## src/rtl/sat_narrower_pkg.sv

```systemverilog
`default_nettype none
// ============================================================================
//  Module  : sat_narrower_pkg
//  Brief   : Shared datapath widths and narrow-field limit constants.
//  Rev     : 1.0  initial release
// ============================================================================
package sat_narrower_pkg;

    localparam int REGISTER_DATA_BIT_WIDTH = 16;
    localparam int DATA_2_WIDTH            = 4;

    // Extreme representable values of the narrow signed field
    localparam logic [DATA_2_WIDTH-1:0] NARROW_MAX = {1'b0, {(DATA_2_WIDTH-1){1'b1}}};
    localparam logic [DATA_2_WIDTH-1:0] NARROW_MIN = {1'b1, {(DATA_2_WIDTH-1){1'b0}}};

endpackage
`default_nettype wire

```

## src/rtl/sat_narrower_if.sv

```systemverilog
`default_nettype none
// ============================================================================
//  Module  : sat_narrower_if
//  Brief   : Input/output valid-ready streams of the narrowing stage.
//  Rev     : 1.0  initial release
// ============================================================================
interface sat_narrower_if
    import sat_narrower_pkg::*;
#(
    parameter int REG_W = REGISTER_DATA_BIT_WIDTH,
    parameter int NAR_W = DATA_2_WIDTH
);
    logic             in_valid;
    logic             in_ready;
    logic [REG_W-1:0] in_data;
    logic             out_valid;
    logic             out_ready;
    logic [NAR_W-1:0] out_data;
    logic             out_ovf;

    modport master (
        output in_valid, in_data, out_ready,
        input  in_ready, out_valid, out_data, out_ovf
    );

    modport slave (
        input  in_valid, in_data, out_ready,
        output in_ready, out_valid, out_data, out_ovf
    );
endinterface
`default_nettype wire

```

## src/rtl/sat_narrower_narrow_fit_check.sv

```systemverilog
`default_nettype none
// ============================================================================
//  Module  : narrow_fit_check
//  Brief   : Combinational fit test and narrowing mux (wrap or clamp).
//            Clamping enabled by macro SAT_NARROWER_SATURATE_EN.
//  Rev     : 1.0  initial release
// ============================================================================
module narrow_fit_check
    import sat_narrower_pkg::*;
#(
    parameter int REGISTER_DATA_BIT_WIDTH = sat_narrower_pkg::REGISTER_DATA_BIT_WIDTH,
    parameter int DATA_2_WIDTH            = sat_narrower_pkg::DATA_2_WIDTH
) (
    input  wire logic [REGISTER_DATA_BIT_WIDTH-1:0] i_data,
    output logic                                    o_fits,
    output logic [DATA_2_WIDTH-1:0]                 o_data
);
    localparam logic [DATA_2_WIDTH-1:0] c_NARROW_MAX = {1'b0, {(DATA_2_WIDTH-1){1'b1}}};
    localparam logic [DATA_2_WIDTH-1:0] c_NARROW_MIN = {1'b1, {(DATA_2_WIDTH-1){1'b0}}};

    // Bits that must all equal the narrow sign bit for a lossless narrow
    logic [REGISTER_DATA_BIT_WIDTH-DATA_2_WIDTH:0] w_upper;

    assign w_upper = i_data[REGISTER_DATA_BIT_WIDTH-1:DATA_2_WIDTH-1];
    assign o_fits  = (&w_upper) || (~|w_upper);

`ifdef SAT_NARROWER_SATURATE_EN
    assign o_data = o_fits ? i_data[DATA_2_WIDTH-1:0]
                  : (i_data[REGISTER_DATA_BIT_WIDTH-1] ? c_NARROW_MIN : c_NARROW_MAX);
`else
    logic [DATA_2_WIDTH-1:0] w_unused_lim;
    assign w_unused_lim = c_NARROW_MAX ^ c_NARROW_MIN;
    assign o_data       = i_data[DATA_2_WIDTH-1:0];
`endif

endmodule
`default_nettype wire

```

## src/rtl/sat_narrower.sv

```systemverilog
`default_nettype none
// ============================================================================
//  Module  : sat_narrower
//  Brief   : Registered valid/ready stage narrowing a signed word, with
//            sticky overflow flag and saturating overflow event counter.
//            Optional clamping via macro SAT_NARROWER_SATURATE_EN.
//  Rev     : 1.0  initial release
// ============================================================================
module sat_narrower
    import sat_narrower_pkg::*;
#(
    parameter int REGISTER_DATA_BIT_WIDTH = sat_narrower_pkg::REGISTER_DATA_BIT_WIDTH,
    parameter int DATA_2_WIDTH            = sat_narrower_pkg::DATA_2_WIDTH,
    parameter int COUNT_WIDTH             = 8
) (
    input  wire logic                   clk,
    input  wire logic                   reset,
    sat_narrower_if.slave               bus,
    input  wire logic                   clr_sticky,
    output logic                        sticky_ovf,
    output logic [COUNT_WIDTH-1:0]      ovf_count
);
    localparam logic [COUNT_WIDTH-1:0] c_COUNT_MAX = '1;

    logic                    w_fits;
    logic [DATA_2_WIDTH-1:0] w_narrow;
    logic                    w_in_ready;
    logic                    w_accept;
    logic                    w_ovf_event;

    logic                    r_out_valid;
    logic [DATA_2_WIDTH-1:0] r_out_data;
    logic                    r_out_ovf;
    logic                    r_sticky;
    logic [COUNT_WIDTH-1:0]  r_count;

    narrow_fit_check #(
        .REGISTER_DATA_BIT_WIDTH (REGISTER_DATA_BIT_WIDTH),
        .DATA_2_WIDTH            (DATA_2_WIDTH)
    ) u_fit (
        .i_data (bus.in_data),
        .o_fits (w_fits),
        .o_data (w_narrow)
    );

    assign w_in_ready  = !r_out_valid || bus.out_ready;
    assign w_accept    = bus.in_valid && w_in_ready;
    assign w_ovf_event = w_accept && !w_fits;

    always_ff @(posedge clk or posedge reset) begin
        if (reset) begin
            r_out_valid <= 1'b0;
            r_out_data  <= '0;
            r_out_ovf   <= 1'b0;
            r_sticky    <= 1'b0;
            r_count     <= '0;
        end else begin
            if (w_in_ready) begin
                r_out_valid <= bus.in_valid;
                if (bus.in_valid) begin
                    r_out_data <= w_narrow;
                    r_out_ovf  <= !w_fits;
                end
            end
            // A clear coinciding with an event restarts the count at one
            if (w_ovf_event) begin
                r_sticky <= 1'b1;
                if (clr_sticky)
                    r_count <= COUNT_WIDTH'(1);
                else if (r_count != c_COUNT_MAX)
                    r_count <= r_count + 1'b1;
            end else if (clr_sticky) begin
                r_sticky <= 1'b0;
                r_count  <= '0;
            end
        end
    end

    assign bus.in_ready  = w_in_ready;
    assign bus.out_valid = r_out_valid;
    assign bus.out_data  = r_out_data;
    assign bus.out_ovf   = r_out_ovf;
    assign sticky_ovf    = r_sticky;
    assign ovf_count     = r_count;

endmodule
`default_nettype wire

```

## src/flat_wrapper.sv

```systemverilog
// flat-port wrapper written by rule: the top's interface ports become plain ports
module sat_narrower_flat import sat_narrower_pkg::*;
#(
    parameter int REGISTER_DATA_BIT_WIDTH = sat_narrower_pkg::REGISTER_DATA_BIT_WIDTH,
    parameter int DATA_2_WIDTH            = sat_narrower_pkg::DATA_2_WIDTH,
    parameter int COUNT_WIDTH             = 8
)
  (clk, reset, clr_sticky, sticky_ovf, ovf_count, bus_in_valid, bus_in_data, bus_out_ready, bus_in_ready, bus_out_valid, bus_out_data, bus_out_ovf);
  sat_narrower_if bus_i ();
  input  wire logic clk;
  input  wire logic reset;
  input  wire logic clr_sticky;
  output logic sticky_ovf;
  output logic [COUNT_WIDTH-1:0] ovf_count;
  input wire logic [$bits(bus_i.in_valid)-1:0] bus_in_valid;
  input wire logic [$bits(bus_i.in_data)-1:0] bus_in_data;
  input wire logic [$bits(bus_i.out_ready)-1:0] bus_out_ready;
  output wire logic [$bits(bus_i.in_ready)-1:0] bus_in_ready;
  output wire logic [$bits(bus_i.out_valid)-1:0] bus_out_valid;
  output wire logic [$bits(bus_i.out_data)-1:0] bus_out_data;
  output wire logic [$bits(bus_i.out_ovf)-1:0] bus_out_ovf;
  assign bus_i.in_valid = bus_in_valid;
  assign bus_i.in_data = bus_in_data;
  assign bus_i.out_ready = bus_out_ready;
  assign bus_in_ready = bus_i.in_ready;
  assign bus_out_valid = bus_i.out_valid;
  assign bus_out_data = bus_i.out_data;
  assign bus_out_ovf = bus_i.out_ovf;
  sat_narrower #(.REGISTER_DATA_BIT_WIDTH(REGISTER_DATA_BIT_WIDTH), .DATA_2_WIDTH(DATA_2_WIDTH), .COUNT_WIDTH(COUNT_WIDTH)) u_core (.clk(clk), .reset(reset), .bus(bus_i), .clr_sticky(clr_sticky), .sticky_ovf(sticky_ovf), .ovf_count(ovf_count));
endmodule
```

## config.mk

```make
export PLATFORM = sky130hd
export DESIGN_NAME = sat_narrower_flat
export DESIGN_NICKNAME = d
export VERILOG_FILES = /design/src/rtl/sat_narrower_pkg.sv /design/src/rtl/sat_narrower_if.sv /design/src/rtl/sat_narrower_narrow_fit_check.sv /design/src/rtl/sat_narrower.sv /design/src/flat_wrapper.sv
export SDC_FILE = /design/constraint.sdc
export NUM_CORES = 1
export LEC_CHECK = 0
export CAP_MARGIN = 40
export CORE_MARGIN = 2
export CORE_UTILIZATION = 37
export DETAILED_ROUTE_END_ITERATION = 8
export PLACE_DENSITY = 0.74
export SYNTH_ARGS = -nofsm -noshare
export SYNTH_HDL_FRONTEND = slang
export SYNTH_SLANG_ARGS = --single-unit
```

## constraint.sdc

```tcl
create_clock -name clk -period 1.57 [get_ports clk]
set_clock_uncertainty 0.1 [all_clocks]
set_input_delay 0.2355 -clock clk [delete_from_list [all_inputs] [get_ports clk]]
set_output_delay 0.2355 -clock clk [all_outputs]
set_load 0.03 [all_outputs]
```

== Word level (Yosys, flattened, before mapping) ==
Index checks and enable logic that the tools add are counted.

* $add $sub $neg: 1
* Equality and inequality tests: 1
* Multiplexer cells: 6
* Reductions and logical operators: 13

{| class="wikitable"
|+ Operator list
! operator !! number
|-
| $mux 8 || 4
|-
| $reduce_and 13->1 || 1
|-
| $reduce_or 13->1 || 1
|-
| $add 8x1->8 const B || 1
|-
| $ne 8x8->1 const B || 1
|-
| $reduce_and 2->1 || 2
|-
| $reduce_bool 2->1 || 2
|-
| $logic_not 1->1 || 3
|-
| $logic_and 1x1->1 || 2
|-
| $logic_or 1x1->1 || 2
|-
| $mux 1 || 2
|}

* Register bits after elaboration: 15
* Bits of input ports: 21
* Output and inout bits: 16
* Word-level logic and storage cells: 26

== Longest topological paths before layout ==
Gate-level depths: netlist of run 1.

* Word-level depth: 7
* Gate-level depth with buffers: 6
* Depth with buffers taken out: 6

== By module ==
From an unflattened synthesis of run 1, not the netlist that was laid out.

* Cell total of the unflattened synthesis: 84
* Area, all modules: 838.3 µm²

{| class="wikitable"
|+ Modules (own cells, without submodules)
! module !! times used !! cells an instance !! area each (µm²)
|-
| sat_narrower || 1 || 69 || 748.2
|-
| narrow_fit_check || 1 || 15 || 90.1
|}

== Least setup slack after synthesis of run 1 ==
OpenSTA, ideal clock, no wires.

* Path kind: flip-flop to flip-flop
* Start point: reg u_core.r_out_valid, in the netlist u_core.bus.out_valid
* End point: reg u_core.r_count[2], in the netlist u_core.ovf_count[2]
* Setup time: 0.125 ns
* Arrival time: 1.852 ns
* Required time: 1.345 ns
* Slack: -0.507 ns
* Stages on the path, launching flop included: 7
* Path buffers: 1
* Cell sequence: dfrtp_1 > nand2b_1 > nand2_2 > nor3_2 > buf_6 > nor3b_4 > mux2_4

* Word-level cells in the longest chain between the ends: 6
* Elaborated cells on any way between the ends: 7
* Those cells by class: 1 x mux; 6 x reduce/logical

{| class="wikitable"
|+ Ends and longest elaborated chain
! item !! RTL line !! text
|-
| start: declaration || sat_narrower.sv:31 || <nowiki>logic r_out_valid;</nowiki>
|-
| start signal: assignment || sat_narrower.sv:59 || <nowiki>r_out_valid <= bus.in_valid;</nowiki>
|-
| $logic_not 1->1 * || sat_narrower.sv:46 || <nowiki>assign w_in_ready = !r_out_valid || bus.out_ready;</nowiki>
|-
| $logic_or 1x1->1 * || sat_narrower.sv:46 ||
|-
| via bus_in_ready || flat_wrapper.sv:18 || <nowiki>output wire logic [$bits(bus_i.in_ready)-1:0] bus_in_ready;</nowiki>
|-
| $logic_and 1x1->1 * || sat_narrower.sv:47 || <nowiki>assign w_accept = bus.in_valid && w_in_ready;</nowiki>
|-
| $logic_and 1x1->1 * || sat_narrower.sv:48 || <nowiki>assign w_ovf_event = w_accept && !w_fits;</nowiki>
|-
| $reduce_bool 2->1 (no line) || -- ||
|-
| $reduce_and 2->1 (no line) || -- ||
|-
| end signal: assignment || sat_narrower.sv:71 || <nowiki>r_count <= r_count + 1'b1;</nowiki>
|-
| end: declaration || sat_narrower.sv:35 || <nowiki>logic [COUNT_WIDTH-1:0] r_count;</nowiki>
|}

Mark *: on every way through the listed nets, which the timed path passes. The rest lies on a longest branch.
A chain may end at the register's enable or synchronous reset.

== Worst setup path after layout of run 1 ==
* Start point: reg u_core.r_count[1], in the netlist u_core.ovf_count[1]
* End point: reg u_core.r_count[3], in the netlist u_core.ovf_count[3]

* Word-level cells in the longest chain between the ends: 4
* Elaborated cells on any way between the ends: 7
* Those cells by class: 1 x add/sub; 1 x eq/ne; 3 x mux; 2 x reduce/logical

{| class="wikitable"
|+ Ends and longest elaborated chain
! item !! RTL line !! text
|-
| $add 8x1->8 || sat_narrower.sv:71 ||
|-
| $mux 8 || sat_narrower.sv:70 || <nowiki>else if (r_count != c_COUNT_MAX)</nowiki>
|-
| $mux 8 || sat_narrower.sv:68 || <nowiki>if (clr_sticky)</nowiki>
|-
| $mux 8 || sat_narrower.sv:66 || <nowiki>if (w_ovf_event) begin</nowiki>
|}

Parallel ways exist; a longest one is shown, timed or not. The select of a mux whose other input is x is not followed.

==> run summary, run 1 <==
Die width - 51.6 um
Xor-xnor portion of the synthesized cell area - 0%
Multiplexer area fraction after synthesis - 11.0%
Main combinational cell family by area after synthesis - simple AND/OR/NAND/NOR gates
Pins over their slew limit - 0
Initial Utilization - 38.6%
Sequential area share after synthesis - 44.8%
First-pass GRT wire length - 3.75 mm
Final WS setup - -66.6 ps
Synthesis-stage register bit count - 15
Worst R2R End - u_core.ovf_count[3]
Worst-path maximum fanout - 4
WL final - 2.19 mm
Final cycle utilization of the critical path - 104%
Final min period - 1640 ps
Clk_lat worst skew - 290 ps
Final setup viols - 3
Least-Margin Pin Slew - 369 ps
Worst r2r src - u_core.ovf_count[1]
Reg power frac - 46.1%
Simple-Gate Fraction of Synth Area - 30.7%
Num ports - 37
DP Wirelength - 1.65 mm
Clock power frac - 24.3%
DRC viols - 0
Post-route insts no fill - 162
Synth Area per Inst - 10.7 um^2
Drt first pass iters - 4
EDFF count, synth - 0
WL per Instance - 13.5 um
FFs w/ async S/R, synth - 100%
CTS tree - done
Sw power - 0.294 mW
Clock Sinks - 15
Gate power share - 29.7%
Via count - 826
Internal power - 0.646 mW
Die H - 51.6 um
Worst Setup SP - u_core.ovf_count[1]
Failing checks - setup timing
Library cells used by synthesis - 32
Final GP Congestion - 0.747
Die area - 2660 um^2
Leakage - 0.657 nW
Startpoint Class - register
Maxcap violations - 0
Slowest cell on the critical path - dfrtp_2
GRT overflow - 0
Initial drt markers - 9
Peak VDD IR - 0.655 mV
Clock transition at path regs - 100 ps
Hold_buf cts - 0
Final core utilization - 65.4%
Core footprint - 2170 um^2
Worst EP arrival - 1720 ps
Largest net degree at the start of global routing - 16
Max-Slew Margin vs Limit - 75.3%
Pwr dens - 662 nW/um^2
Pwr Total - 0.940 mW
CP Class - reg -> reg
Worst R2R Setup Slack - -70 ps
Inserted Clock Buffers - 3
Max incr delay on CP - 400 ps
Tot GR Track Use - 19.0%
RSZ-0062 raised after global routing - yes
Yosys warns - 0
Dpl cells - 154
Total Nets Final - 157
Hold_ws - 144 ps
Fmax - 0.611 GHz
Pre-CTS setup slack - -511 ps
Top FF cell, synth - dfrtp_1
Layout cell share with drive strength beyond 1 - 39.6%
Post-Synth Adder-Cell Area - 1.49%
CP Data Required Time - 1650 ps
CP cell instances - ha_4, nand4_1, nor2_4, and4bb_2, mux2_4
CP Capture Type - register
CTS max path bufs - 2
CP Buf/Inv Count - 0
Vias per cell - 5.10
Syn_nets - 100
Mapped Cells - 78
Hold Path Class - in -> async
Switching share of power - 31.3%
H-tree depth - 1
CP delay by family, top - simple AND/OR/NAND/NOR gates
Antenna diode count - 0
Final ANT Viol Nets - 0
Syn-to-layout area delta - 69.3%
Antenna violations before repair - 0
R2R cell count - 5
Row Count - 17
Netlist Area Pre-Place - 838 um^2
Number of global-route vias before repair - 890
Post-synthesis compound-gate area fraction - 8.36%
PortBufs - 36
Outcome - finished with violations
Root buf cell - clkbuf_4
Final hold violations - 0
what timing repair did:
| item | 4_1_cts | 5_1_grt |
|---|---|---|
| endpoints found under the setup margin | 23 | 10 |
| pin swaps | 10 | 2 |
| setup buffers | 2 | 2 |
| resized for setup | 34 | 9 |
| endpoints found under the hold margin | 0 | 0 |
layout make-up:
type	instances	area, um^2
tap	28	35.0
timing repair buffer	54	457
fill	185	751
clock buffer	4	26.3
inverter	4	15.0
multi-input combinational	57	507
sequential	15	379
sequential cells by signal (all words and copies together), names as in the netlist:
register	flops
u_core.ovf_count	8
u_core.bus.out_ovf	1
u_core.bus.out_valid	1
u_core.sticky_ovf	1
u_core.bus.out_data	4
synthesized netlist by cell type (2+ instances only):
| cell | number | area, um^2 |
|---|---|---|
| dfrtp_1 | 15 | 375 |
| mux2_2 | 4 | 45.0 |
| a21o_2 | 2 | 17.5 |
| nand2b_1 | 2 | 12.5 |
| nor4_1 | 2 | 12.5 |
| nand3_1 | 4 | 20.0 |
| nand2_1 | 6 | 22.5 |
| mux2_1 | 2 | 22.5 |
| a41oi_1 | 2 | 17.5 |
| nor2_1 | 8 | 30.0 |
| nor3_1 | 2 | 10.0 |
| o21ai_0 | 2 | 10.0 |
| nor2b_1 | 3 | 18.8 |
| inv_1 | 4 | 15.0 |
| nand4_1 | 3 | 18.8 |
routing by layer:
metal | track usage, % | wire length [um]
met5 | 0 | 0
met4 | 7.89 | 17
met3 | 3.74 | 94
met2 | 34.6 | 1180
met1 | 21.5 | 894
cells in the final DEF, fill, tap and decap left out, types with 2 or more instances in the layout:
master / netlist / routed
nor3_1: 2 / 2
a21o_2: 2 / 2
nand4_1: 3 / 3
buf_4: 0 / 17
inv_1: 4 / 4
nor2_1: 8 / 7
dfrtp_2: 0 / 3
nand2_1: 6 / 5
nand3_1: 4 / 3
clkbuf_2: 0 / 2
clkdlybuf4s50_1: 0 / 6
clkbuf_4: 0 / 3
mux2_2: 4 / 4
nor2b_1: 3 / 3
dfrtp_1: 15 / 12
dlygate4sd2_1: 0 / 27
buf_6: 1 / 2
mux2_4: 1 / 3
worst register-to-register path, delay by kind of cell, from the launching register on:
family	cells	cell delay (ps)
and+or+nand+nor	3	620
muxes	1	290
adders and majority gates	1	140
DFF	1	400
how the worst max path moves through the flow:
stage / cells after the start / slack, ps / endpoint
6_report: 5 / -70 / u_core.ovf_count[3]
4_1_cts: 5 / -100 / u_core.ovf_count[3]
3_5_place_dp: 6 / -510 / u_core.ovf_count[3]
5_1_grt: 5 / -110 / u_core.ovf_count[3]
2_1_floorplan: 5 / -200 / u_core.ovf_count[3]
3_3_place_gp: 6 / -460 / u_core.ovf_count[3]
power groups by stage:
stage	registers [mW]	clock network [mW]	logic [mW]
3_3_place_gp	0.440	0	0.293
3_5_place_dp	0.442	0	0.298
4_1_cts	0.433	0.229	0.276
2_1_floorplan	0.501	0	0.0818
6_report	0.433	0.228	0.279
5_1_grt	0.437	0.253	0.301
logic make-up (layout without fill, tap and decap cells):
logic type / Yosys count / after routing
simple gates: 39 / 39
flops: 15 / 15
compound gates: 9 / 9
mux: 8 / 8
buf+inv: 6 / 62
fa+ha+maj: 1 / 1
per-stage QoR:
| stage | cell area, um^2 | setup TNS, ps |
|---|---|---|
| floorplan | 881 | -517 |
| global placement | 1360 | -3780 |
| detailed placement | 1360 | -4260 |
| CTS | 1390 | -270 |
| global route | 1420 | -296 |
| finish | 1420 | -125 |
No activity file was read; power rests on OpenSTA's default activity.
==> run 2, diff against run 1 <==
CTS_CLUSTER_DIAMETER = 30   (was unset)
==> results of run 2 <==
Same layout as run 1: the final DEF is identical, and so are final timing and power.
==> run 3, diff against run 2 <==
CORE_UTILIZATION = 54   (was 37)
DONT_BUFFER_PORTS = 1   (was unset)
PLACE_DENSITY = 0.71   (was 0.74)
clock period = 1.35 ns   (was 1.57 ns; I/O delays follow)
==> run summary, run 3 (same netlist as run 1, synthesis figures left out) <==
WL final - 2.02 mm
TNS Setup - -1680 ps
Outcome - finished with violations
Drt first pass iters - 4
Initial drt markers - 9
Vias per cell - 5.89
CP delay by family, top - flip-flops
CP Data Required Time - 1430 ps
Worst r2r src - u_core.ovf_count[0]
DRC viols - 0
Clk_lat worst skew - 300 ps
Slowest cell on the critical path - dfrtp_2
Post-route insts no fill - 126
Final setup viols - 8
Final WS setup - -298 ps
Max incr delay on CP - 440 ps
Tot GR Track Use - 24.8%
CTS max path bufs - 2
Largest net degree at the start of global routing - 16
Startpoint Class - register
Worst R2R Setup Slack - -300 ps
Final cycle utilization of the critical path - 122%
DP Wirelength - 1.41 mm
Final ANT Viol Nets - 0
H-tree depth - 1
Layout cell share with drive strength beyond 1 - 48.2%
Worst Setup SP - u_core.ovf_count[0]
Final GP Congestion - 0.775
Least-Margin Pin Slew - 557 ps
Max reg flops - 8
Worst EP arrival - 1730 ps
CTS tree - done
Maxcap violations - 0
Pwr dens - 833 nW/um^2
Row Count - 14
Final min period - 1650 ps
CP Capture Type - register
Die width - 43.4 um
Inserted Clock Buffers - 3
Antenna diode count - 0
CP Buf/Inv Count - 1
Pre-CTS setup slack - -266 ps
Fmax - 0.607 GHz
Clock transition at path regs - 80 ps
Clock Sinks - 15
Commonest non-fill, non-tap cell in the layout - buf_4
Max-Slew Margin vs Limit - 62.9%
Antenna violations before repair - 0
RSZ-0062 raised after global routing - yes
Final core utilization - 80.3%
Die area - 1880 um^2
GRT overflow - 0
Leakage - 0.525 nW
Peak VDD IR - 0.700 mV
Final hold violations - 0
Failing checks - setup timing
Syn-to-layout area delta - 42.5%
Commonest non-fill, non-tap cells in the layout - 18 x buf_4, 12 x dfrtp_1, 7 x nor2_1, 7 x dlygate4sd3_1, 6 x nand2_1
Die H - 43.4 um
Root buf cell - clkbuf_4
Dpl cells - 111
Pins over their slew limit - 0
CP cell instances - ha_4, nand4_1, nor2_4, buf_6, nor3b_4, mux2_4
Core footprint - 1490 um^2
Total Nets Final - 133
Initial Utilization - 56.3%
Via count - 742
Num ports - 37
CP Class - reg -> reg
First-pass GRT wire length - 3.33 mm
Number of global-route vias before repair - 786
Hold path startpoint - clr_sticky
WL per Instance - 16.0 um
Worst-path maximum fanout - 4
PortBufs - 0
Hold Path Class - in -> reg
==> run 3: power breakdown <==
group	internal [mW]	total [mW]	switching (mW)
clock network	0.111	0.264	0.153
logic	0.0856	0.174	0.0883
registers	0.483	0.558	0.0748
==> run 3: final cells by class <==
class                   instances  area (um^2)
multi-input cells              57          492
inverters                       4         15.0
clock buffers                   3         22.5
fillers                       105          294
well taps                      16         20.0
clock inverters                 1         5.00
repair buffers                 30          262
flip-flops and latches         15          379
==> run 3: final timing paths <==
path                                          end  cells past startpoint
max in group asynchronous     u_core.ovf_count[0]                      2
min reg2reg                u_core.bus.out_data[3]                      3
min                           u_core.ovf_count[1]                      3
min in group asynchronous      u_core.bus.out_ovf                      2
max reg2reg                   u_core.ovf_count[2]                      6
max                           u_core.ovf_count[2]                      6
==> run 3: stage by stage <==
| stage | power, mW | hold slack, ps | instance area (um^2) |
|---|---|---|---|
| final | 0.995 | 13.3 | 1190 |
| after global routing | 1.03 | 35.0 | 1190 |
| after CTS | 0.993 | 13.3 | 1170 |
| after detailed placement | 0.719 | 73.4 | 1040 |
| after global placement | 0.712 | 73.8 | 1040 |
| after floorplan | 0.679 | 3.78 | 888 |
==> run 3: repair_timing <==
action	in CTS	in global routing
setup endpoints to repair	8	9
resized for setup	5	4
cloned	0	0
hold buffers	7	0
setup buffers	3	3
hold endpoints to repair	24	0
pin swaps	1	7
==> run 3: routing by layer <==
layer,global-route usage [%],vias to the layer above,wire [um]
li1,-,346,-
met1,26.0,363,764
met4,16.4,0,48
met3,5.00,4,114
met5,0,-,0
met2,44.5,29,1090
==> run 3: worst reg2reg max path, cell delays in order (launching register included) <==
cell     delay (ps)
dfrtp_2         440
ha_4            170
nand4_1         130
nor2_4           70
buf_6           120
nor3b_4         200
mux2_4          310
